--- src/rtl/alpha_seq_ctrl.sv ---
// alpha_seq_ctrl: sequencing controller for the alpha (forward) state-metric
// recursion. A frame handshake is followed by one INIT cycle that loads the
// external initial metrics, then FRAME_LEN recursion steps of STEP_CYC cycles
// each; the last cycle of every step writes the metrics to memory at the step
// index. DONE holds until the downstream acknowledges.
//
// Optional feature macro: ALPHA_SEQ_STALL_EN
//   When defined, RUN cycles advance only while gamma_valid=1; acs_en and
//   wr_en are then gated by gamma_valid in the same cycle. When undefined,
//   gamma_valid is ignored and every outcome is a registered output.
module alpha_seq_ctrl #(
    parameter int N         = 12,
    parameter int FRAME_LEN = 14,
    parameter int ADDR_W    = 4,
    parameter int STEP_CYC  = 2
) (
    input  logic              clk,
    input  logic              rst,
    input  logic              frm_valid,
    output logic              frm_ready,
    input  logic              gamma_valid,
    output logic              sel_init,
    output logic              acs_en,
    output logic              wr_en,
    output logic [ADDR_W-1:0] wr_addr,
    output logic              busy,
    output logic              done,
    input  logic              done_ack
);

    localparam int PH_W = (STEP_CYC > 1) ? $clog2(STEP_CYC) : 1;
    localparam logic [PH_W-1:0]   PH_LAST   = PH_W'(STEP_CYC - 1);
    localparam logic [ADDR_W-1:0] STEP_LAST = ADDR_W'(FRAME_LEN - 1);

    // Reject parameter sets the controller cannot sequence correctly.
    if (N < 1 || STEP_CYC < 1 || FRAME_LEN < 1 || FRAME_LEN > (1 << ADDR_W)) begin : g_bad_params
        $error("alpha_seq_ctrl: illegal parameter set");
    end

    typedef enum logic [1:0] {
        S_IDLE,
        S_INIT,
        S_RUN,
        S_DONE
    } state_t;

    state_t            state_q, state_d;
    logic [ADDR_W-1:0] step_q, step_d;
    logic [PH_W-1:0]   phase_q, phase_d;

    // Registered output images, computed from the next state.
    logic              frm_ready_q;
    logic              sel_init_q;
    logic              acs_q;
    logic              wr_slot_q;
    logic              busy_q;
    logic              done_q;
    logic [ADDR_W-1:0] wr_addr_q;

    logic              gamma_ok;
    logic              step_en;
    logic              wr_fire;
    logic              wr_slot_d;

`ifdef ALPHA_SEQ_STALL_EN
    assign gamma_ok = gamma_valid;
`else
    logic unused_gamma;
    assign unused_gamma = gamma_valid;
    assign gamma_ok     = 1'b1;
`endif

    assign step_en = (state_q == S_RUN) && gamma_ok;
    assign wr_fire = step_en && (phase_q == PH_LAST);

    // Next-state and step/phase counter logic.
    always_comb begin
        state_d = state_q;
        step_d  = step_q;
        phase_d = phase_q;
        unique case (state_q)
            S_IDLE: begin
                if (frm_valid) begin
                    state_d = S_INIT;
                end
            end
            S_INIT: begin
                state_d = S_RUN;
                step_d  = '0;
                phase_d = '0;
            end
            S_RUN: begin
                if (step_en) begin
                    if (phase_q == PH_LAST) begin
                        phase_d = '0;
                        if (step_q == STEP_LAST) begin
                            // Step index parks on the last address; no wrap.
                            state_d = S_DONE;
                        end else begin
                            step_d = step_q + 1'b1;
                        end
                    end else begin
                        phase_d = phase_q + 1'b1;
                    end
                end
            end
            S_DONE: begin
                if (done_ack) begin
                    state_d = S_IDLE;
                end
            end
            default: begin
                state_d = S_IDLE;
            end
        endcase
    end

    assign wr_slot_d = (state_d == S_RUN) && (phase_d == PH_LAST);

    // State, counters and registered outputs; reset wins over everything.
    always_ff @(posedge clk) begin
        if (rst) begin
            state_q     <= S_IDLE;
            step_q      <= '0;
            phase_q     <= '0;
            frm_ready_q <= 1'b1;
            sel_init_q  <= 1'b0;
            acs_q       <= 1'b0;
            wr_slot_q   <= 1'b0;
            busy_q      <= 1'b0;
            done_q      <= 1'b0;
            wr_addr_q   <= '0;
        end else begin
            state_q     <= state_d;
            step_q      <= step_d;
            phase_q     <= phase_d;
            frm_ready_q <= (state_d == S_IDLE);
            sel_init_q  <= (state_d == S_INIT);
            acs_q       <= (state_d == S_INIT) || (state_d == S_RUN);
            wr_slot_q   <= wr_slot_d;
            busy_q      <= (state_d == S_INIT) || (state_d == S_RUN);
            done_q      <= (state_d == S_DONE);
`ifdef ALPHA_SEQ_STALL_EN
            // Address register only records writes that actually happen.
            if (wr_fire) begin
                wr_addr_q <= step_q;
            end
`else
            // Address is loaded on entry to the write cycle of each step.
            if (wr_slot_d) begin
                wr_addr_q <= step_d;
            end
`endif
        end
    end

    assign frm_ready = frm_ready_q;
    assign sel_init  = sel_init_q;
    assign busy      = busy_q;
    assign done      = done_q;

`ifdef ALPHA_SEQ_STALL_EN
    // INIT never stalls; RUN cycles are gated by gamma_valid in-cycle, and a
    // stalled write slot keeps showing the previous write address.
    assign acs_en  = acs_q && (sel_init_q || gamma_valid);
    assign wr_en   = wr_fire;
    assign wr_addr = wr_fire ? step_q : wr_addr_q;
`else
    logic unused_wr_fire;
    assign unused_wr_fire = wr_fire;
    assign acs_en  = acs_q;
    assign wr_en   = wr_slot_q;
    assign wr_addr = wr_addr_q;
`endif

endmodule

--- config.mk ---
export PLATFORM = sky130hd
export DESIGN_NAME = alpha_seq_ctrl
export DESIGN_NICKNAME = d
export VERILOG_FILES = /design/src/rtl/alpha_seq_ctrl.sv
export SDC_FILE = /design/constraint.sdc
export NUM_CORES = 1
export LEC_CHECK = 0
export ABC_CLOCK_PERIOD_IN_PS = 3510
export CAP_MARGIN = 20
export CORE_MARGIN = 8
export CORE_UTILIZATION = 54
export CTS_CLUSTER_DIAMETER = 80
export DETAILED_ROUTE_END_ITERATION = 16
export GPL_ROUTABILITY_DRIVEN = 0
export GPL_TIMING_DRIVEN = 0
export PLACE_DENSITY = 0.81
export SETUP_SLACK_MARGIN = 0.15
export SLEW_MARGIN = 30
export SYNTH_ARGS = -nofsm -noshare
export SYNTH_HDL_FRONTEND = slang
export SYNTH_SLANG_ARGS = --single-unit
--- constraint.sdc ---
create_clock -name clk -period 3.51 [get_ports clk]
set_clock_uncertainty 0.05 [all_clocks]
set_input_delay 0.351 -clock clk [delete_from_list [all_inputs] [get_ports clk]]
set_output_delay 0.351 -clock clk [all_outputs]
set_load 0.05 [all_outputs]
==> metrics.csv <==
metric;value;unit
WP data required;3640;ps
most frequent cells in the layout;dfxtp_1, clkdlybuf4s50_1, ha_1;
io pins;15;
Synth Area per Inst;9.34;sq um
Port-buffer cells;13;
P per Cell Area;385;nW/um^2
yosys synthesis warning count;0;
Final WS setup;965;ps
Placeable Area;1510;sq um
Clock Tree Root;clkbuf_4;
leakage;0.422;nW
crit path from;state_q[0];
max frequency;0.393;GHz
die span in x;56.1;um
ys flop type;dfxtp_1;
Hold Crit Class;register to register;
Max Buffers Root-to-Sink;2;
clock slew at reported path FFs;100;ps
endpoints failing hold;0;
Mapped Area;868;sq um
Post-DP HPWL;1310;um
worst skew pair latency;300;ps
outcome;completed;
R2R depth;9;
final WL;1750;um
Starting DRT DRC Count;15;
Arrival @ worst endpoint;2680;ps
CTS tree;done;
share of layout cells above drive strength 1;12.7;%
post-CTS setup buffers;0;
commonest non-fill, non-tap cell in the layout;dfxtp_1;
Synth cell types;37;
#FFs+latches synth;16;
number of enable flip-flop cells after synthesis;0;
initial core utilization;57.6;%
Post-Synthesis Cells;93;
Setup crit end;wr_addr[2];
Congestion Overflow GR;0;
Hold Buf Count CTS;0;
slew margin rel.;66.5;%
Final #Nets;126;
Setup TNS Final;0;ps
wire length of the first global-routing pass;2980;um
Worst VDD drop;0.207;mV
Tcrit/Tclk final;72.5;%
DR vias;751;
Final min period;2550;ps
Num Clock Sinks;16;
die area;3150;sq um
htree depth;1;
CP startpoint kind;register;
Worst Setup Path Type;register to register;
Diodes inserted;0;
# setup viols final;0;
Die Ht;56.1;um
DRT Pass-1 Iters;4;
CTS Buf Count;3;
DRC viols;0;
vias in the first global route;681;
worst slew pin tran;501;ps
Slew Viols, Final;0;
r2r startpoint;state_q[0];
Setup crit end kind;register;
r2r endpoint;wr_addr[2];
Syn Nets;108;
Vias/cell;5.96;
largest net degree at the start of global routing;11;
sequential area share after synthesis;36.9;%
max cap viols;0;
DRT antenna net count;0;
pre-CTS WS;1010;ps
Routed wire per std cell;13.9;um
initial antenna violation count;0;
Post-CTS Resized;0;
area delta synth->final;21.5;%
crit-path max FO;7;
RSZ-0062 raised after global routing;no;
Worst R2R Setup Slack;960;ps
ys async rst share;0;%
gr usage total;11.3;%
Cell Rows;14;
## stage by stage
step	utilization [%]	area [sq um]	std cells	hold WS, ps	total power [mW]
3_5_place_dp	67.6	1020	122	426	0.284
2_1_floorplan	-	868	93	373	0.257
4_1_cts	70.0	1050	126	439	0.407
3_3_place_gp	67.6	1020	122	403	0.282
5_1_grt	70.0	1050	126	466	0.425
6_report	70.0	1050	126	429	0.406
## critical path, cell delays in order, from the launching register on
cell and delay [ps]:
dfxtp_1 360, inv_1 90, ha_1 310, inv_2 60, or4_4 540, and3_1 210, ha_1 230, and4b_2 270
nor3_1 210, a311oi_1 70
## area by class of cell
type,count,area [sq um]
clock buffer,4,36.3
inverter,5,18.8
timing repair buffer,13,130
sequential,16,320
fill,115,452
multi-input combinational,68,497
tap,16,20.0
buffer,4,32.5
## sequential cells by signal, indices dropped and copies added (netlist names)
signal,count
wr_en,1
wr_addr,4
busy,1
state_q,2
done,1
frm_ready,1
phase_q,1
step_q,4
sel_init,1
## synth_stat cells (2+ instances only)
cell | n | area share [%]
a21oi_1 | 6 | 3.5
a311oi_1 | 2 | 2.0
inv_1 | 4 | 1.7
buf_4 | 2 | 1.7
nand4_1 | 2 | 1.4
dfxtp_1 | 16 | 37
a31oi_1 | 2 | 1.4
o21ai_0 | 2 | 1.2
nor2_1 | 4 | 1.7
nand2b_1 | 3 | 2.2
nand3_1 | 3 | 1.7
nor3_1 | 3 | 1.7
and3_1 | 2 | 1.4
ha_1 | 10 | 14
nand4b_1 | 2 | 2.0
nand2_1 | 6 | 2.6
nor2b_1 | 4 | 2.9
## power by group
part           internal [mW]  leakage (nW)  switching (mW)
clock                 0.0633        0.0210          0.0632
sequential             0.188         0.130         0.00400
combinational         0.0344         0.271          0.0526
## worst min path at each step
| stage | from | end | slack [ps] | depth (start not counted) |
|---|---|---|---|---|
| after global placement | wr_addr[0] | wr_addr[0] | 400 | 2 |
| after floorplan | rst | done | 370 | 1 |
| final | wr_addr[0] | wr_addr[0] | 430 | 2 |
| after global routing | wr_addr[0] | wr_addr[0] | 470 | 2 |
| after CTS | wr_addr[0] | wr_addr[0] | 440 | 2 |
| after detailed placement | wr_addr[0] | wr_addr[0] | 430 | 2 |
## routing by layer
| layer | track usage (%) | routed length (um) | up-vias |
|---|---|---|---|
| met5 | 0 | 0 | - |
| met4 | 5.15 | 38 | 0 |
| met3 | 4.79 | 100 | 6 |
| met2 | 16.6 | 740 | 15 |
| met1 | 13.7 | 871 | 356 |
| li1 | - | - | 374 |
## kinds of logic after synthesis
| logic type | after synthesis | share of synthesized area, % |
|---|---|---|
| buffers and inverters | 9 | 5.91 |
| AND/OR/NAND/NOR | 37 | 25.5 |
| AO/OA/AOI/OAI | 20 | 16.0 |
| adder cells (fa/ha/maj) | 10 | 14.4 |
| flip-flops | 16 | 36.9 |
| multiplexers | 1 | 1.30 |
No activity file was read; power rests on OpenSTA's default activity.
==> RTL edit 1 (same settings) <==
Encoding of `state_t`: now one-hot (4 bits for 4 states).
--- a/src/rtl/alpha_seq_ctrl.sv
+++ b/src/rtl/alpha_seq_ctrl.sv
@@ -39,7 +39,7 @@
 
-    typedef enum logic [1:0] {
-        S_IDLE,
-        S_INIT,
-        S_RUN,
-        S_DONE
+    typedef enum logic [3:0] {
+        S_IDLE = 4'b0001,
+        S_INIT = 4'b0010,
+        S_RUN  = 4'b0100,
+        S_DONE = 4'b1000
     } state_t;
Check against the original RTL: no difference found for any inputs over 10 cycles, from zero or initial values and one cycle with rst high; not proved beyond that.
==> RTL edit 1 against the unedited design <==
Worst setup slack improved by 0.62 ns. Wire length up 0.40%. Sequential cell count grew 2. Area after synthesis is 2.9% lower. Design area decreased by 2.4%. Power is 4.3% lower.
==> RTL edit 1: results (changes against the unedited design) <==
path_max_fanout: 2  # -5
postSynthCellCount: 91  # -2.2%
clockRootBuffer: "clkbuf_4"
clock_cell_area_share_pct: 3.524  # +0.084 points
outcome: "complete, no violations"
slowest_delay_ns: 0.79  # +0.25 ns
synthArstFlopShare_pct: 0  # unchanged
nNonClkBuffers: 22  # +5
vdd_drop_max_uv: 222.8  # +7.9%
via_per_inst: 6.040  # +1.3%
post_dp_cell_area_um2: 993.5  # -2.5%
pre_cts_slack_ns: 1.830  # +0.8205 ns
p_leak_nw: 0.3438  # -19%
grtUsageTotal_pct: 11.29  # about the same
n_fill_cell: 119  # +3.5%
crit_arrival_ns: 1.52  # -1.16 ns
layout-drive-gt1-share_pct: 12.04  # -0.69 points
syn_nets: 98  # -9.3%
port_buffers: 13  # unchanged
hpwl_um: 1300  # -0.88%
fin_nets: 116  # -7.9%
multiInputGateArea_um2: 415.4  # -16%
clkTransAtPathRegs_ns: 0.11
dominant_cells: "multi-input gates"
critical-path-slowest-cell: "clkdlybuf4s50_1"
synth.area.mux_share_pct: 0  # -1.3 points
h-tree-depth: 1  # unchanged
avgRoutedWirePerCell_um: 14.18  # +2.0%
inverters: 3  # -2
synth_flop_cell: "dfxtp_1"
num-multi-input-gates: 61  # -10%
synth.distinct_cells: 35  # -5.4%
synth_top_cells_by_count: "dfxtp_1 (18), o21ai_0 (6)"
antenna_found_initial: 0  # unchanged
final_area_um2: 1030  # -2.4%
synth_compound_area_share_pct: 18.40  # +2.4 points
wirelength_um: 1758  # +0.40%
grt_pass1_vias: 699  # +2.6%
flops_and_latches: 18  # +2
yosysWarnings: 0  # unchanged
crit_family: "buffers and inverters"
p_int_mw: 0.2919  # +2.0%
cts_buffers: 3  # unchanged
nonClkBufAreaFrac_pct: 18.10  # +2.7 points
tightest_slew_ns: 0.6615  # +0.1604 ns
synthAdderAreaFrac_pct: 2.967  # -11 points
diodes: 0  # unchanged
yosysSeqAreaShare_pct: 42.73  # +5.8 points
seq_area_um2: 360.3  # +13%
synth_area_leaders: "dfxtp_1 (43%), nand4_1 (3.7%), o21ai_0 (3.6%)"
grt_pass1_wl_um: 2967  # -0.44%
drt-initial-drc-count: 23  # +8
## RTL edit 1: cell count changes in the layout (fill, tap and decap cells not counted), moves of 3 or more
cell,delta
a211oi_1,+3
o21ai_0,+4
nand4_1,+3
clkbuf_1,+4
nor2b_1,-3
ha_1,-8
nand2_1,-4
## RTL edit 1: logic make-up (layout without fill, tap and decap cells)
family | Yosys count | after routing
buf+inv | 12 | 29
simple gates | 35 | 35
compound gates | 24 | 24
flops | 18 | 18
fa+ha+maj | 2 | 2
## RTL edit 1: path summary, 6_finish.rpt
kind | depth (start not counted) | start | slack (ns) | endpoint
worst min register to register | 2 | wr_addr[2]$_SDFFE_PP0P_ | 0.43 | wr_addr[2]$_SDFFE_PP0P_
worst max-delay path | 2 | busy$_SDFF_PP0_ | 1.59 | busy
worst max register to register | 4 | state_q[3]$_SDFF_PP0_ | 1.82 | step_q[1]$_SDFF_PP0_
worst min-delay path | 2 | wr_addr[2]$_SDFFE_PP0P_ | 0.43 | wr_addr[2]$_SDFFE_PP0P_
## RTL edit 1: routing by layer
layer,vias up,share of wire (%),GRT usage (%)
met3,2,6.4,3.653
met2,18,49,18.59
met1,358,44,12.76
met5,-,0,0
met4,0,0.91,5.282
li1,371,-,-
## RTL edit 1: power by group through the flow
stage | Sequential [mW] | Combinational (mW) | Clock, mW
global route | 0.211 | 0.0510 | 0.140
detailed placement | 0.215 | 0.0474 | 0
global placement | 0.215 | 0.0468 | 0
CTS | 0.211 | 0.0477 | 0.131
floorplan | 0.224 | 0.0238 | 0
finish | 0.211 | 0.0473 | 0.130
## RTL edit 1: worst register-to-register path, cell delays in order, from the launching register on
cell	delay [ns]
dfxtp_1	0.34
clkbuf_1	0.20
nor4b_2	0.61
a31oi_1	0.17
a211oi_1	0.23
==> RTL edit 2 (same flow settings) <==
Without the edit above. Change the parameter `FRAME_LEN` from 14 to 10.
--- a/src/rtl/alpha_seq_ctrl.sv
+++ b/src/rtl/alpha_seq_ctrl.sv
@@ -12,3 +12,3 @@
     parameter int N         = 12,
-    parameter int FRAME_LEN = 14,
+    parameter int FRAME_LEN = 10,
     parameter int ADDR_W    = 4,
Check against the original RTL: no difference found for any inputs over 10 cycles, from zero or initial values and one cycle with rst high; that may be too few to reach the edited logic, so the function may still have changed.
==> RTL edit 2 against the unedited design <==
Clock power down 6%. Area after synthesis down 6.9%. Power up 2.3%. Worst setup slack better by 0.41 ns. Design area down 5.7%. Non-clock buffer count down 1. Sequential share of layout area up 1.8 points. Wire length down 16%. Sequential cell count unchanged. Worst hold slack worse by 0.0019 ns. Critical endpoint is now wr_addr[3]$_SDFFE_PP0P_. Largest cell class unchanged.
==> RTL edit 2: results (changes against the unedited design) <==
outcome: "complete, no violations"
via_per_inst: 5.313  # -11%
wl_met2_um: 721  # -2.6%
grt.met3_usage_pct: 2.717  # -2.1 points
synthAdderAreaFrac_pct: 9.288  # -5.1 points
wirelength_um: 1479  # -16%
hpwl_um: 1135  # -13%
synth.distinct_cells: 35  # -5.4%
rr_worst_depth: 8  # -1
clk_latency_ns: 0.28  # -0.02 ns
hold_ws_ns: 0.4274  # -0.001866 ns
critical-path-slowest-cell: "dfxtp_1"
post_dp_cell_area_um2: 958.4  # -5.9%
vdd_drop_max_uv: 397.0  # +92%
synth_top_cells_by_count: "dfxtp_1 (16), inv_1 (8), nor2_1 (8), ha_1 (6), nor2b_1 (5)"
grt_pass1_wl_um: 2518  # -16%
pre_cts_slack_ns: 1.315  # +0.3063 ns
postSynthCellCount: 82  # -12%
synth.area.mux_share_pct: 8.204  # +6.9 points
instances_no_fill: 115  # -8.7%
crit_end: "wr_addr[3]$_SDFFE_PP0P_"
path_max_fanout: 6  # -1
crit_arrival_ns: 2.26  # -0.42 ns
drt-pass1-iter-count: 3  # -1
switching_share_pct: 29.30  # -0.20 points
fin_nets: 111  # -12%
met3_wirelength_um: 79  # -21%
tightest_slew_ns: 0.5132  # +0.01210 ns
met1_usage_pct: 11.86  # -1.9 points
clockPowerShare_pct: 28.6  # -2.6 points
syn_nets: 93  # -14%
drt-initial-drc-count: 7  # -8
grtUsageMet2_pct: 19.25  # +2.6 points
synth_area_leaders: "dfxtp_1 (40%), ha_1 (9.3%), mux2_4 (5.6%)"
synthXorXnorAreaFrac_pct: 2.167  # +2.2 points
yosysSeqAreaShare_pct: 39.63  # +2.7 points
max_freq_ghz: 0.4684  # +19%
==> RTL edit 2: cell types whose count changed in the layout (fill, tap and decap cells not counted), sizes merged, moves of 2 or more <==
cell,delta
mux2,+3
a311oi,-2
inv,+3
nand4b,-2
nor2,+5
a21oi,-4
nor3,-2
a31oi,-2
ha,-4
nand2,-4
nand3b,+2
xnor2,+2
==> RTL edit 2: final cells by class <==
cell class / instances / area [um2] / share of cell area (%)
plain buffers: 3 / 22.52 / 2.264
well taps: 16 / 20.02 / 2.013
clock buffers: 4 / 36.28 / 3.648
repair buffers: 13 / 130.1 / 13.08
multi-input cells: 55 / 435.4 / 43.77
inverters: 8 / 30.03 / 3.019
flip-flops and latches: 16 / 320.3 / 32.20
